## config.mk

```make
export PLATFORM = sky130hd
export DESIGN_NAME = la_aoi_pipe
export DESIGN_NICKNAME = d
export VERILOG_FILES = /design/src/rtl/la_aoi_pipe.sv
export SDC_FILE = /design/constraint.sdc
export NUM_CORES = 1
export LEC_CHECK = 0
export CAP_MARGIN = 20
export CORE_AREA = 2 2 42 82
export CTS_CLUSTER_DIAMETER = 150
export DETAILED_ROUTE_END_ITERATION = 16
export DIE_AREA = 0 0 44 84
export PLACE_DENSITY = 0.8
export SLEW_MARGIN = 25
export SYNTH_ARGS = -nofsm -noshare
export SYNTH_HDL_FRONTEND = slang
export SYNTH_SLANG_ARGS = --single-unit
```

## constraint.sdc

```tcl
create_clock -name clk -period 2.2 [get_ports clk]
set_input_delay 0.44 -clock clk [delete_from_list [all_inputs] [get_ports clk]]
set_output_delay 0.44 -clock clk [all_outputs]
set_load 0.1 [all_outputs]
```

## src/rtl/la_aoi_pipe.sv

```systemverilog
// rtl/la_aoi_pipe.sv - pipelined AOI/OAI gate array with valid/ready flow control
// Define LA_AOI_PIPE_COUNT_EN to enable the saturating accepted-beat counter on count.
module la_aoi_pipe #(
  parameter int WIDTH  = 8,
  parameter int GROUPS = 2,
  parameter int TERMS  = 3,
  parameter int STAGES = 2,
  parameter     MODE   = "AOI",
  parameter     PROP   = "DEFAULT"
) (
  input  logic                            clk,
  input  logic                            reset,
  input  logic                            in_valid,
  output logic                            in_ready,
  input  logic [GROUPS*TERMS*WIDTH-1:0]   in,
  output logic                            out_valid,
  input  logic                            out_ready,
  output logic [WIDTH-1:0]                z,
  output logic [15:0]                     count
);

  logic [WIDTH-1:0]  f;
  logic [STAGES-1:0] valid;
  logic [STAGES-1:0] ready;
  logic [WIDTH-1:0]  data [STAGES];

  generate
    if (MODE == "AOI") begin : g_aoi
      always_comb begin
        logic [WIDTH-1:0] grp;
        logic [WIDTH-1:0] acc;
        acc = '0;
        grp = '1;
        for (int g = 0; g < GROUPS; g++) begin
          grp = '1;
          for (int t = 0; t < TERMS; t++)
            grp = grp & in[(g*TERMS+t)*WIDTH +: WIDTH];
          acc = acc | grp;
        end
        f = ~acc;
      end
    end else if (MODE == "OAI") begin : g_oai
      always_comb begin
        logic [WIDTH-1:0] grp;
        logic [WIDTH-1:0] acc;
        acc = '1;
        grp = '0;
        for (int g = 0; g < GROUPS; g++) begin
          grp = '0;
          for (int t = 0; t < TERMS; t++)
            grp = grp | in[(g*TERMS+t)*WIDTH +: WIDTH];
          acc = acc & grp;
        end
        f = ~acc;
      end
    end else begin : g_bad_mode
      $error("la_aoi_pipe: MODE must be \"AOI\" or \"OAI\"");
      assign f = '0;
    end

    // Property string is only carried for the technology flow; no logic depends on it.
    if (PROP != "DEFAULT") begin : g_prop_custom
    end
  endgenerate

  // A stage can load when any stage at or after it is empty, or the consumer takes a beat.
  always_comb begin
    logic r;
    r = out_ready;
    ready = '0;
    for (int k = STAGES-1; k >= 0; k--) begin
      r = r | ~valid[k];
      ready[k] = r;
    end
  end

  always_ff @(posedge clk) begin
    if (reset) begin
      valid <= '0;
      for (int k = 0; k < STAGES; k++)
        data[k] <= '0;
    end else begin
      if (ready[0]) begin
        valid[0] <= in_valid;
        data[0]  <= f;
      end
      for (int k = 1; k < STAGES; k++) begin
        if (ready[k]) begin
          valid[k] <= valid[k-1];
          data[k]  <= data[k-1];
        end
      end
    end
  end

  assign in_ready  = ready[0];
  assign out_valid = valid[STAGES-1];
  assign z         = data[STAGES-1];

`ifdef LA_AOI_PIPE_COUNT_EN
  logic [15:0] cnt;

  always_ff @(posedge clk) begin
    if (reset)
      cnt <= 16'h0000;
    else if (in_valid && ready[0] && cnt != 16'hFFFF)
      cnt <= cnt + 16'h0001;
  end

  assign count = cnt;
`else
  assign count = 16'h0000;
`endif

endmodule

```

==> flow_summary.toml <==
[worst_setup_path]
worstRegToRegCells = 3
critPathRequiredTime_ns = 1.76
critPathCapture = "in_ready"
slowest_stage = "clkdlybuf4s50_1"
cpPeakStageDelay_ns = 0.46
critPathArrivalTime_ns = 1.42
r2r_setup_slack_ns = 0.94
cp-start-kind = "input port"
path_cells = "clkdlybuf4s50_1 > and3b_1 > inv_1 > buf_12"
r2r-end = "data[0][3]"
r2r-start = "valid[1]"
path_class = "input port to primary output"
crit_fanout = 4
crit_path_end_kind = "primary output"
cp-startpoint = "out_ready"

[min_path]
hold_class = "flop to flop"
worstHoldStart = "valid[0]"

[clock_network]
cts.path.max_buffers = 2
cts_buffers = 3
cts_hold_buf = 0
cts_tree = "yes"
clkSinkCount = 18
cts_setup_buffers = 0
cts.htree.levels = 1
cts.clk_slew.worst_paths_ns = 0.06
clockRootBuffer = "clkbuf_8"
post_cts_resized = 0
clk_latency_ns = 0.25

[sta]
rsz0062_at_grt = "false"
hold_slack_ns = 0.464
setup_tns_ns = 0
hold_violations = 0
min_period_ns = 1.86
clock_skew_ns = 0.00206
fmax_mhz = 536
setup_viol = 0
fin_crit_sh_pct = 84.8
final_max_slew_viol_count = 0

[route]
num_vias = 811
drt_iter0_drc = 12
drc = 0
wl_um = 2280
routed_via_density = 4.63
wl_per_cell_um = 13.0
postRouteAntennaNets = 0
drt_pass1_iterations = 2

[power]
seqPwrFrac_pct = 40.5
p_per_area_nw_per_um2 = 629
p_int_uw = 644
p_switching_uw = 361
total_power_uw = 1000
sw_frac_of_total_pct = 35.9
peakVddDrop_mv = 0.363
p_clk_share_pct = 22.5
p_leak_uw = 0.000701
p_comb_share_pct = 37.0

[placed_design]
gp_routability_congestion = 0.649
portBuffers = 61
dp_hpwl_um = 2030

[final_layout]
drive_gt1_share_pct = 16.0
antennaDiodeCount = 0
area_delta_synth_final_pct = 53.0
fin_nets = 197

[global_routing]
grt_pass1_wl_um = 3440
grt_pass1_vias = 864
grt_start_max_net_pins = 13
antenna_found_initial = 0
overflow = 0
grt_usage_pct = 12.9

[yosys]
synth-main-ff-cell = "edfxtp_1"
ys_async_sr_fraction_pct = 0
synthesis.instances = 88
synthesis.area_um2 = 1040
synth_cell_types = 18
ys_seq_area_share_pct = 49.9
synth_warnings = 0
synth_edf_count = 16
synth-seq-cells = 18
synth_area_per_cell_um2 = 11.9

[floorplan]
die-area_um2 = 3700
row_count = 29
die_x_um = 44
dieHeight_um = 84
ios = 78
core_um2 = 3120
initial_utilization_pct = 33.4

[outcome]
outcome = "finished, final reports clean"

[run]
cap_violations = 0
## metrics by stage
stage | std cells | worst slack [ns] | area [um^2] | utilization [%]
final | 175 | 0.335 | 1600 | 51.2
after global routing | 175 | 0.294 | 1600 | 51.2
after CTS | 175 | 0.324 | 1600 | 51.2
after detailed placement | 171 | 0.325 | 1550 | 49.7
after global placement | 171 | 0.341 | 1550 | 49.7
after floorplan | 103 | 0.0320 | 1100 | -
## cells in the final DEF (no fill, tap or decap)
cell type	instances
clkdlybuf4s50_1	51
and3_1	16
conb_1	16
edfxtp_1	16
buf_4	13
nor4_1	6
nor3b_1	5
inv_1	3
nor3b_2	3
clkbuf_8	3
nand2b_1	2
a21oi_1	2
nor4_4	2
dfxtp_1	2
and3b_1	1
or2_2	1
clkinv_1	1
buf_12	1
## layer usage
layer / track usage, % / vias to the layer above / share of wire, %
li1: - / 388 / -
met1: 8.39 / 357 / 26
met2: 27.1 / 60 / 62
met3: 2.38 / 6 / 8.6
met4: 7.99 / 0 / 3.3
met5: 0 / - / 0
## state kept, by name (all words and copies together) (netlist names)
| name | cells |
|---|---|
| valid | 2 |
| data | 16 |
## synthesized netlist by cell type (2+ instances only)
master / count / area (um^2)
nand2b_1: 2 / 12.5
dfxtp_1: 2 / 40.0
nor4_4: 2 / 42.5
inv_1: 3 / 11.3
a21oi_1: 2 / 10.0
buf_4: 24 / 180
and3_1: 16 / 100
nor4_1: 6 / 37.5
nor3b_1: 5 / 37.5
edfxtp_1: 16 / 480
nor3b_2: 3 / 37.5
## cells by family after synthesis
kind of cell / share of synthesized area, %
compound gates: 0.959
other cells: 0.359
buf+inv: 21.7
flops: 49.9
simple gates: 27.1
## power groups by stage
| stage | clock [uW] | sequential, uW | combinational, uW |
|---|---|---|---|
| CTS | 234 | 408 | 373 |
| floorplan | 0 | 419 | 286 |
| finish | 226 | 407 | 371 |
| global placement | 0 | 413 | 367 |
| global route | 248 | 409 | 384 |
| detailed placement | 0 | 415 | 372 |
## cell type report
class | instances | area, um^2
clock buffers | 3 | 41.3
fillers | 294 | 1520
well taps | 31 | 38.8
flip-flops and latches | 18 | 520
clock inverters | 1 | 3.75
repair buffers | 65 | 628
inverters | 3 | 11.3
multi-input cells | 54 | 353
## worst min path at each step
stage	slack (ns)	end	depth (start not counted)
after floorplan	0.42	valid[1]	2
after global placement	0.43	valid[1]	2
after detailed placement	0.46	valid[1]	2
after CTS	0.47	valid[1]	2
after global routing	0.50	valid[1]	2
final	0.46	valid[1]	2
## critical path: cells and delay by family
kind	cells	cell delay [ns]
AND/OR/NAND/NOR	1	0.22
buffers and inverters	3	0.76
Note: power is estimated with default switching activity, not from simulation.
